## config.mk

```make
export PLATFORM = sky130hd
export DESIGN_NAME = regfile_dump_ctrl_flat
export DESIGN_NICKNAME = d
export VERILOG_FILES = /design/src/rtl/regfile_dump_ctrl_if.sv /design/src/rtl/regfile_dump_ctrl.sv /design/src/flat_wrapper.sv
export SDC_FILE = /design/constraint.sdc
export NUM_CORES = 1
export LEC_CHECK = 0
export ABC_AREA = 1
export CAP_MARGIN = 20
export CORE_ASPECT_RATIO = 0.7
export CORE_UTILIZATION = 46
export DETAILED_ROUTE_END_ITERATION = 16
export PLACE_DENSITY = 0.84
export RECOVER_POWER = 25
export SLEW_MARGIN = 15
export SYNTH_ARGS = -nofsm -noshare
export SYNTH_HDL_FRONTEND = slang
export SYNTH_SLANG_ARGS = --single-unit
```

## constraint.sdc

```tcl
create_clock -name clk -period 4 [get_ports clk]
set_input_delay 0.4 -clock clk [delete_from_list [all_inputs] [get_ports clk]]
set_output_delay 0.4 -clock clk [all_outputs]
set_load 0.03 [all_outputs]
```

## src/rtl/regfile_dump_ctrl_if.sv

```systemverilog
// Read-port and output-stream bundle for the register-file dump sequencer.
// The master side is the sequencer; the slave side is the register file plus the consumer.
interface regfile_dump_ctrl_if #(
    parameter int ADDR_W = 5,
    parameter int DATA_W = 32
);
    logic [ADDR_W-1:0] rd_addr;
    logic [DATA_W-1:0] rd_data;
    logic              out_valid;
    logic              out_ready;
    logic [ADDR_W-1:0] out_addr;
    logic [DATA_W-1:0] out_data;

    modport master (
        output rd_addr, out_valid, out_addr, out_data,
        input  rd_data, out_ready
    );

    modport slave (
        input  rd_addr, out_valid, out_addr, out_data,
        output rd_data, out_ready
    );
endinterface

```

## src/rtl/regfile_dump_ctrl.sv

```systemverilog
// Walks a register address range through one register-file read port and streams
// {address, data} beats over a valid/ready handshake.
module regfile_dump_ctrl #(
    parameter int ADDR_W = 5,
    parameter int DATA_W = 32
) (
    input  logic                clk,
    input  logic                reset,
    input  logic                start,
    input  logic                abort,
    input  logic [ADDR_W-1:0]   first_addr,
    input  logic [ADDR_W-1:0]   last_addr,
    regfile_dump_ctrl_if.master bus,
    output logic                busy,
    output logic                done,
    output logic [ADDR_W:0]     beat_cnt
);

    typedef enum logic [1:0] {IDLE, READ, HOLD, DONE} state_t;

    state_t            state;
    logic [ADDR_W-1:0] last_q;
    logic              hs;

    always_comb begin
        hs = bus.out_valid && bus.out_ready;
    end

    always_ff @(posedge clk) begin
        if (reset) begin
            state         <= IDLE;
            last_q        <= '0;
            bus.rd_addr   <= '0;
            bus.out_valid <= 1'b0;
            bus.out_addr  <= '0;
            bus.out_data  <= '0;
            busy          <= 1'b0;
            done          <= 1'b0;
            beat_cnt      <= '0;
        end else begin
            done <= 1'b0;
            if (abort && state != IDLE) begin
                // A beat completing in the abort cycle still counts as delivered.
                state         <= IDLE;
                bus.out_valid <= 1'b0;
                busy          <= 1'b0;
                if (hs) begin
                    beat_cnt <= beat_cnt + 1'b1;
                end
            end else begin
                case (state)
                    IDLE: begin
                        if (start) begin
                            last_q      <= last_addr;
                            bus.rd_addr <= first_addr;
                            beat_cnt    <= '0;
                            busy        <= 1'b1;
                            state       <= READ;
                        end
                    end
                    READ: begin
                        bus.out_addr  <= bus.rd_addr;
                        bus.out_data  <= bus.rd_data;
                        bus.out_valid <= 1'b1;
                        state         <= HOLD;
                    end
                    HOLD: begin
                        if (hs) begin
                            bus.out_valid <= 1'b0;
                            beat_cnt      <= beat_cnt + 1'b1;
                            if (bus.rd_addr == last_q) begin
                                done  <= 1'b1;
                                state <= DONE;
                            end else begin
                                bus.rd_addr <= bus.rd_addr + 1'b1;
                                state       <= READ;
                            end
                        end
                    end
                    DONE: begin
                        busy  <= 1'b0;
                        state <= IDLE;
                    end
                    default: state <= IDLE;
                endcase
            end
        end
    end

endmodule

```

## src/flat_wrapper.sv

```systemverilog
// flat-port wrapper written by rule: the top's interface ports become plain ports
module regfile_dump_ctrl_flat 
#(
    parameter int ADDR_W = 5,
    parameter int DATA_W = 32
)
  (clk, reset, start, abort, first_addr, last_addr, busy, done, beat_cnt, bus_rd_addr, bus_out_valid, bus_out_addr, bus_out_data, bus_rd_data, bus_out_ready);
  regfile_dump_ctrl_if #(.ADDR_W(ADDR_W), .DATA_W(DATA_W)) bus_i ();
  input  logic clk;
  input  logic reset;
  input  logic start;
  input  logic abort;
  input  logic [ADDR_W-1:0] first_addr;
  input  logic [ADDR_W-1:0] last_addr;
  output logic busy;
  output logic done;
  output logic [ADDR_W:0] beat_cnt;
  output wire logic [$bits(bus_i.rd_addr)-1:0] bus_rd_addr;
  output wire logic [$bits(bus_i.out_valid)-1:0] bus_out_valid;
  output wire logic [$bits(bus_i.out_addr)-1:0] bus_out_addr;
  output wire logic [$bits(bus_i.out_data)-1:0] bus_out_data;
  input wire logic [$bits(bus_i.rd_data)-1:0] bus_rd_data;
  input wire logic [$bits(bus_i.out_ready)-1:0] bus_out_ready;
  assign bus_rd_addr = bus_i.rd_addr;
  assign bus_out_valid = bus_i.out_valid;
  assign bus_out_addr = bus_i.out_addr;
  assign bus_out_data = bus_i.out_data;
  assign bus_i.rd_data = bus_rd_data;
  assign bus_i.out_ready = bus_out_ready;
  regfile_dump_ctrl #(.ADDR_W(ADDR_W), .DATA_W(DATA_W)) u_core (.clk(clk), .reset(reset), .start(start), .abort(abort), .first_addr(first_addr), .last_addr(last_addr), .bus(bus_i), .busy(busy), .done(done), .beat_cnt(beat_cnt));
endmodule
```

After elaboration in Yosys (flattened, before gate mapping) --
Cells that the tools add are included.
Storage, ports and cells: flip-flop bits (word level) 58, bits of input ports 47, logic and storage cells 56
Operators by class: add/subtract/negate cells 2, equality and inequality tests 8, mux-type cells 17, bitwise gates (word level) 3, reductions and logical operators 17
Operators by type and width (number):
- two-way mux 6 bit | 3
- two-way mux 5 bit | 3
- one-hot mux 6 bit (2 select lines) | 1
- one-hot mux 5 bit (2 select lines) | 1
- AND reduction 2 bit | 5
- one-hot mux 2 bit (4 select lines) | 1
- nonzero test 2 bit | 4
- adder 6 x 1 -> 6 bit, second input constant | 1
- two-way mux 2 bit | 3
- adder 5 x 1 -> 5 bit, second input constant | 1
- equality test 5 bit | 1
- AND reduction 5 bit | 1
- equality test 2 bit, second input constant | 2
- != test 2 bit, second input constant | 2
- one-hot mux 1 bit (2 select lines) | 2
- OR reduction 4 bit | 1
- two-way mux 1 bit | 3
- != test 3 x 2 -> 1 bit, second input constant | 1
- inverter 1 bit | 3
- AND reduction 3 bit | 1
- nonzero test 3 bit | 1
- equality test 2 x 1 -> 1 bit, second input constant | 1
- logical AND 1 bit | 2
- logical NOT 2 bit | 1
- 2 further kinds | 2

Logic depth before layout (Yosys ltp) --
Gate-level depths: netlist (run 1).
depth after elaboration 4, mapped depth 10, gate-level depth less buffers 9

Worst setup path before layout (run 1) --
No wires, ideal clock.
path kind register to register, from register u_core.bus.rd_addr[2], to register u_core.bus.rd_addr[2], setup time 0.113 ns, arrival time 1.434 ns, required time 3.887 ns, path slack 2.453 ns, stages on the path, launching flop included 11, buffers on the path 1, cell sequence dfxtp_1 > buf_2 > inv_1 > nand2_1 > nand2_1 > nor2_1 > nand4_2 > nand2_1 > nand2_1 > nand2_1 > nor2_1
On the way: longest elaborated chain between the ends 4
RTL lines:
- from (decl) | RTL line regfile_dump_ctrl_if.sv:15 | output rd_addr, out_valid, out_addr, out_data,
- from (signal assigned) | RTL line regfile_dump_ctrl.sv:55 | bus.rd_addr <= first_addr;
- from (signal assigned) | RTL line regfile_dump_ctrl.sv:75 | bus.rd_addr <= bus.rd_addr + 1'b1;
- adder 5 x 1 -> 5 bit | RTL line regfile_dump_ctrl.sv:75
- two-way mux 5 bit | RTL line regfile_dump_ctrl.sv:71 | if (bus.rd_addr == last_q) begin
- two-way mux 5 bit | RTL line regfile_dump_ctrl.sv:68 | if (hs) begin
- one-hot mux 5 bit (2 select lines) | RTL line regfile_dump_ctrl.sv:51 | case (state)
Several ways; a longest one is shown, not always the timed one. The select of a mux whose other input is x is not followed. A chain may end at the register's enable or synchronous reset.

Worst setup path in the final report (run 1) --
from input abort, to register u_core.bus.rd_addr[2]
On the way: longest elaborated chain between the ends 3
RTL lines:
- from (decl) | RTL line flat_wrapper.sv:12 | input logic abort;
- logical AND 1 bit | RTL line regfile_dump_ctrl.sv:42 | if (abort && state != IDLE) begin
- inverter 1 bit (no line)
- AND reduction 5 bit (no line)
No other way between the ends.

==> impl_summary.md, run 1 <==
STA
The number of hold violations in the final report was 0. The relative slew slack is 0.559. The number of pins with negative max-slew slack in the final report is 0. For the final routed database, the setup TNS stands at 0 ns. The worst path needs 2.08 ns of the cycle, external delays included.

The worst path setup slack after routing is 1.92 ns. The total setup violations reported at the end of the flow is 0. The post-route clock period utilization is 0.521. Hold is met by 0.461 ns. The worst-case clock skew is 0.00453 ns. For the pin with the worst max-slew slack, the measured transition is 0.659 ns. Setup repair after global routing left no endpoint under its margin. The maximum clock frequency is 480 MHz.

Clock tree
The clock tree from TritonCTS is done. The count of buffers added by post-CTS timing repair for setup is 0. Clock tree synthesis found a total of 58 sinks. The hold-fix buffer count after cts is 0.

The CTS buffer count is 9. CTS built an H-tree with a depth of 3. The maximum buffer depth of the clock tree is 2. The CTS clock-pin slew for the worst setup and hold paths is 0.07 ns. The later pin in the worst-skew pair is clocked with a latency of 0.33 ns.

In this run the clock root is driven by a clkbuf_8. The count of cells resized by post-cts repair is 0.

Finish
The number of antenna diodes in the final layout is 0. Summing all multi-input logic gate instances after layout gives 1110 um^2. Leaving out fill and tap cells, the most frequent cell in the layout is clkdlybuf4s50_1. Leaving out fill and tap cells, the most frequent cells in the layout are 82 x clkdlybuf4s50_1, 79 x nand2_1, 58 x dfxtp_1, 54 x a21oi_1, 45 x nand3_1. Of the cells placed in the final design, the portion with a size suffix greater than 1 is 0.0657.

Relative to the synthesized area, the layout overhead comes to 49.3%. The area of all sequential standard cells is 1160 um^2. The count of fill cells added during filler insertion is 394. For this run, the post-layout net count is 470.

Worst setup path
The type of the worst setup path is in2reg. STA classifies the critical path endpoint as a flop. STA classifies the critical path startpoint as an input pin.

STA puts the critical path data required time at 4.27 ns. Traced cell by cell, the critical path runs through dlygate4sd3_1 > inv_1 > buf_4 > nor2_1 > nor2_1 > nand2_1 > nand2_1 > nand2_1 > nor2_1. The arrival time at the worst endpoint is 2.36 ns. The number of buffers and inverters on the critical path is 3. The largest stage delay on the critical path is 0.59 ns. The worst register-to-register path begins at u_core.state[0]$_SDFFE_PP0P_. The startpoint of the most critical setup path is abort. The cell family contributing the most delay on the critical path is buffers and inverters.

The slowest cell on the critical path is dlygate4sd3_1. Of all nets on the critical path, the largest fanout is 41.

Die
The initialized floorplan defines 21 standard-cell rows. The number of top-level pins is 98. The die is 89.1 um wide.

The die covers 5610 um^2. The die height is 63.0 um. For this configuration, the core starts out at a cell density of 0.494. The core footprint is 4940 um^2.

Global routing
The pin count of the biggest net entering global routing is 42. The number of global-route vias before repair is 2,283. The first global-routing pass estimated 10,600 um of wire. The total routing resource utilization after global routing is 0.245. The initial antenna violation count came to 0. Summed over all layers, the global routing overflow is 0.

Route
For this block, the via count after detailed routing is 2,565. The detailed-route wire length per cell is 13.3 um. After detailed routing, the number of remaining DRC violations is 0. The count of TritonRoute iterations in the first routing pass is 5. The detail route stage leaves a number of antenna-violating nets equal to 0. The DRC marker count from the first detailed-route iteration is 216. The via count normalized by instance count is 5.18. The total routed wirelength is 6600 um.

Power
The fraction of power spent switching nets is 0.280. The worst-case IR drop observed on VDD is 260 uV. The portion of total power attributed to the clock network is 0.387. The leakage component of the power is 1.40 nW.

The cell internal power dissipation is 1.10 mW. The share of total power dissipated in combinational logic is 0.193. The share of total power dissipated in sequential elements is 0.420.

The total power per unit cell area is 419 nW/um^2. The net switching power is 0.428 mW.

Logic synthesis
The post-synthesis cell type count is 27. The top flip-flop cell by instance count after synthesis is dfxtp_1. The netlist area before placement is 2440 um^2.

The share of the yosys chip area belonging to registers is 0.476. Ranked by total cell area, the synthesized netlist is headed by dfxtp_1 48%, nand2_1 12%, a21oi_1 11%. The number of enable-type register cells in the synthesized netlist is 0. Counting every net in the synthesized netlist gives 377. Counting flops with an async set or reset pin after synthesis yields a share of 0. The mean post-synth cell area is 7.44 um^2. The Yosys step of the flow raised 0 warnings. The post-synthesis instance total is 328. Of all cell types, the one taking the most synthesized area is dfxtp_1. The flip-flop and latch count after synthesis is 58.

Of the post-synthesis cell area, the dominant cell type holds 0.476.

Job
Max-cap violations in this run came to 0.

Worst hold path
The start point of the worst min-delay path is u_core.bus.out_addr[3]$_SDFFE_PP0P_. The class of the most critical hold timing path is reg2reg.

Place
The placement-stage worst setup slack is 1.41 ns. The total of buffers placed on input and output ports is 97. The placed wire-length estimate after detailed placement is 4560 um. The final weighted congestion in routability-driven placement is 0.836.

Status
The run finished with clean final reports.
## Yosys cell counts (3+ instances only)
library cell   n
nand2_1       80
dfxtp_1       58
a21oi_1       53
nand3_1       45
inv_1         16
nor2_1        16
o21ai_0       11
clkbuf_1       8
buf_2          7
inv_2          5
nand3b_1       4
nand4_1        3
## final timing paths
check             cells past startpoint  slack, ns                             endpoint
setup / recovery                      9       1.92   u_core.bus.rd_addr[2]$_SDFFE_PP0P_
hold / removal                        2       0.46  u_core.bus.out_addr[3]$_SDFFE_PP0P_
setup reg to reg                      9       1.95   u_core.bus.rd_addr[2]$_SDFFE_PP0P_
hold reg to reg                       2       0.46  u_core.bus.out_addr[3]$_SDFFE_PP0P_
## state kept, by name (all words and copies together) (netlist names), 2 cells and up
register / flops
u_core.bus.out_data: 32
u_core.beat_cnt: 6
u_core.bus.out_addr: 5
u_core.bus.rd_addr: 5
u_core.last_q: 5
u_core.state: 2
## per-layer routing
layer / GRT usage / part of all wire / wire length [um] / up-vias
li1: - / - / - / 1275
met1: 0.327 / 0.46 / 3030 / 1170
met2: 0.367 / 0.44 / 2890 / 111
met3: 0.0832 / 0.091 / 601 / 9
met4: 0.0833 / 0.011 / 72 / 0
met5: 0 / 0 / 0 / -
## cell type report
cell class,instances,area share
Clock buffer,11,0.0388
Clock inverter,5,0.0213
Inverter,21,0.0216
Multi-Input combinational cell,231,0.303
Sequential cell,58,0.319
Tap cell,69,0.0237
Timing Repair Buffer,100,0.273
## power by group through the flow
stage               clock network (mW)  registers [mW]  logic [mW]
global placement                     0           0.654       0.292
CTS                              0.601           0.642       0.299
detailed placement                   0           0.655       0.298
finish                           0.591           0.642       0.295
floorplan                            0           0.693       0.136
global route                     0.632           0.646       0.322
## worst register-to-register path: stages (launching register included)
cell	delay [ns]
dfxtp_1	0.37
nor2_1	0.27
nand2_1	0.30
inv_1	0.17
a21oi_1	0.07
nor2_1	0.47
nand2_1	0.14
nand2_1	0.08
nand2_1	0.04
nor2_1	0.08
## kinds of logic after synthesis
family | Yosys count | share of synthesized area
DFF | 58 | 0.476
AOI/OAI and AO/OA | 70 | 0.151
xor gates and xnor gates | 2 | 0.00718
buffers and inverters | 39 | 0.0666
adders and majority gates | 2 | 0.0102
and+or+nand+nor | 157 | 0.289
## per-stage QoR
step                      total power, mW  utilization  area, um^2  cells
after floorplan                     0.828            -        2440    328
after global placement              0.947        0.696        3440    479
after detailed placement            0.953        0.696        3440    479
after CTS                            1.54        0.740        3660    495
after global routing                 1.60        0.738        3640    495
final                                1.53        0.738        3640    495
Power figures use the tool's default switching activity.
==> run 2, diff against run 1 <==
- CORE_UTILIZATION: 46 -> 43
- PLACE_DENSITY: 0.84 -> 0.8
- clock period: 4 -> 2.1 ns (I/O delays scaled with it)
==> run 2 against run 1 <==
Effect of this change:
- die area is 6.8% higher
- critical path depth is 8 lower
- via count is 1.6% higher
- register-to-register slack worse by 1.7 ns
- critical path type is now reg2out
- critical endpoint is now bus_rd_addr[0]
- largest cell class unchanged
==> impl_summary.md, run 2 (synthesized netlist as in run 1, its figures left out) <==
Status
The flow ran to the end, and the final reports show no timing, DRC or antenna violations.

Power
Summed over all cells, the static leakage comes to 1.40 nW. Across the VDD grid, the largest voltage drop is 651 uV. Dividing total power by cell area gives a power density of 811 nW/um^2.

Finish
The number of nets in the final layout is 475. Leaving out fill and tap cells, the most frequent cells in the layout are 93 x clkdlybuf4s50_1, 80 x nand2_1, 58 x dfxtp_1, 53 x a21oi_1, 45 x nand3_1. The number of antenna diodes in the final layout is 0. The most common cell after layout, fill and taps aside is clkdlybuf4s50_1. The number of flip-flops under the largest register name is 32. Compared with the post-synthesis result, the final layout area differs by 51.7%. The register ranked first by flip-flop count is u_core.bus.out_data.

The largest registers in the layout are u_core.bus.out_data (32), u_core.beat_cnt (6). In the final layout, the share of cells above drive strength 1 is 0.0789.

Route
The DRC marker count from the first detailed-route iteration is 148. The total routed wirelength is 6910 um. The post-route DRC violation count is 0.

Once detail routing completed, the nets flagged for antenna violations numbered 0. Detailed routing inserted a total of 2,606 vias. Dividing the detail-routed wire length by the instance count gives 13.7 um. The pre-antenna-repair detailed-routing pass consisted of 4 iterations.

Dividing the detail-routed via count by the number of cells gives 5.18.

Global routing
The initial antenna violation count is 0. Entering global routing, the biggest net connects 32 pins. The number of global-route vias before repair is 2,416.

The total routing resource utilization after global routing is 0.241. The wire length of the first global-routing pass is 11,200 um. The total overflow reported by the global router is 0.

Place
The placed wire-length estimate after detailed placement is 4830 um. The total of buffers placed on input and output ports is 97. The final weighted congestion in routability-driven placement is 0.844.

Clock tree
The later-pin clock latency in the skew report is 0.33 ns. Clock tree synthesis inserted a total of 9 buffers. The clock net sink count is 58. The clock tree from TritonCTS is done. In this run the clock root is driven by a clkbuf_8. The CTS clock-pin slew for the worst setup and hold paths is 0.07 ns. The hold-fix buffer count after cts is 0.

The depth of the CTS H-tree is 3. In this run the post-CTS setup repair buffer count came out at 0. The count of cells resized by post-cts repair is 0. In this run the deepest clock path goes through 2 buffers.

Worst setup path
The critical-path maximum fanout is 9. The arrival time at the worst endpoint is 1.64 ns. The required arrival time at the worst endpoint is 1.89 ns. The count of buffering cells on the critical path with inverters included is 1. The cell family contributing the most delay on the critical path is buffers and inverters. In this design, the stage delay of the slowest critical-path cell is 0.75 ns. On the critical path, the stage with the largest delay is an instance of clkdlybuf4s50_1. The kind of end point of the critical path is an output port.

The type of the worst setup path is reg2out. Walking the worst path, the cells encountered are clkdlybuf4s50_1. The startpoint class of the critical path is a flop.

Die
The core footprint is 5340 um^2. The die span in x is 92.1 um. The die height is 65.0 um. Pin placement for this block handled 98 I/O pins.

The floorplan die area is 5990 um^2. The initial utilization of the core area, before any placement, comes to 0.457. In this run the core area contains 22 standard-cell rows.

STA
The worst-case clock skew is 0.00723 ns. The relative slew slack is 0.647. The total setup violations reported at the end of the flow is 0. The tightest hold path in the finished design has a slack of 0.452 ns. Subtracting the final worst setup slack from the clock period gives 1.85 ns. The slew at the pin with the worst max-slew slack is 0.524 ns. The number of pins with negative max-slew slack in the final report is 0. The number of hold violations in the final report is 0. The setup TNS after final layout is 0 ns. Setup repair after global routing left no endpoint under its margin. The post-route clock period utilization is 0.881.

Timing would allow up to 541 MHz.

Worst hold path
The min-delay analysis places its worst path in the category in2reg.

Job
The count of maximum capacitance violations is 0.
==> run 2: cell count changes in the layout (fill, tap and decap cells not counted), sizes merged <==
cell           change
buf                +2
clkdlybuf4s50     +11
dlygate4sd3       -11
clkbuf             +4
clkinv             -1
==> run 2: layer usage <==
metal | routed length, um | GRT usage | up-vias
li1 | - | - | 1291
met2 | 3140 | 0.384 | 89
met4 | 40 | 0.0723 | 0
met3 | 506 | 0.0775 | 5
met1 | 3220 | 0.313 | 1221
met5 | 0 | 0 | -
==> run 2: through the flow <==
step	instance area [um^2]	instances	power [mW]	setup WS, ns	utilization
finish	3700	503	3.00	0.251	0.694
global route	3700	503	3.13	0.109	0.694
CTS	3720	503	3.03	0.243	0.696
detailed placement	3480	487	1.82	0.370	0.651
global placement	3480	487	1.81	0.431	0.651
floorplan	2440	328	1.58	0.553	-
==> run 2: area by class of cell <==
| type | instances | area [um^2] |
|---|---|---|
| Clock buffer | 12 | 165 |
| Inverter | 21 | 78.8 |
| Timing Repair Buffer | 105 | 1020 |
| Multi-Input combinational cell | 231 | 1110 |
| Sequential cell | 58 | 1160 |
| Clock inverter | 4 | 72.6 |
| Fill cell | 480 | 1640 |
| Tap cell | 72 | 90.1 |
==> run 2: worst paths after layout <==
path              depth (start not counted)  slack [ns]                                start                                    to
setup / recovery                          1        0.25   u_core.bus.rd_addr[0]$_SDFFE_PP0P_                        bus_rd_addr[0]
hold / removal                            3        0.45                      bus_rd_data[17]  u_core.bus.out_data[17]$_SDFFE_PP0P_
setup reg to reg                          8        0.29         u_core.state[0]$_SDFFE_PP0P_    u_core.bus.rd_addr[2]$_SDFFE_PP0P_
hold reg to reg                           2        0.46  u_core.bus.out_addr[0]$_SDFFE_PP0P_   u_core.bus.out_addr[0]$_SDFFE_PP0P_
==> run 2: where the power goes <==
group	internal (mW)	total, mW	switching (mW)
Clock	0.763	1.20	0.440
Combinational	0.248	0.574	0.327
Sequential	1.16	1.23	0.0638
Total	2.17	3.00	0.830
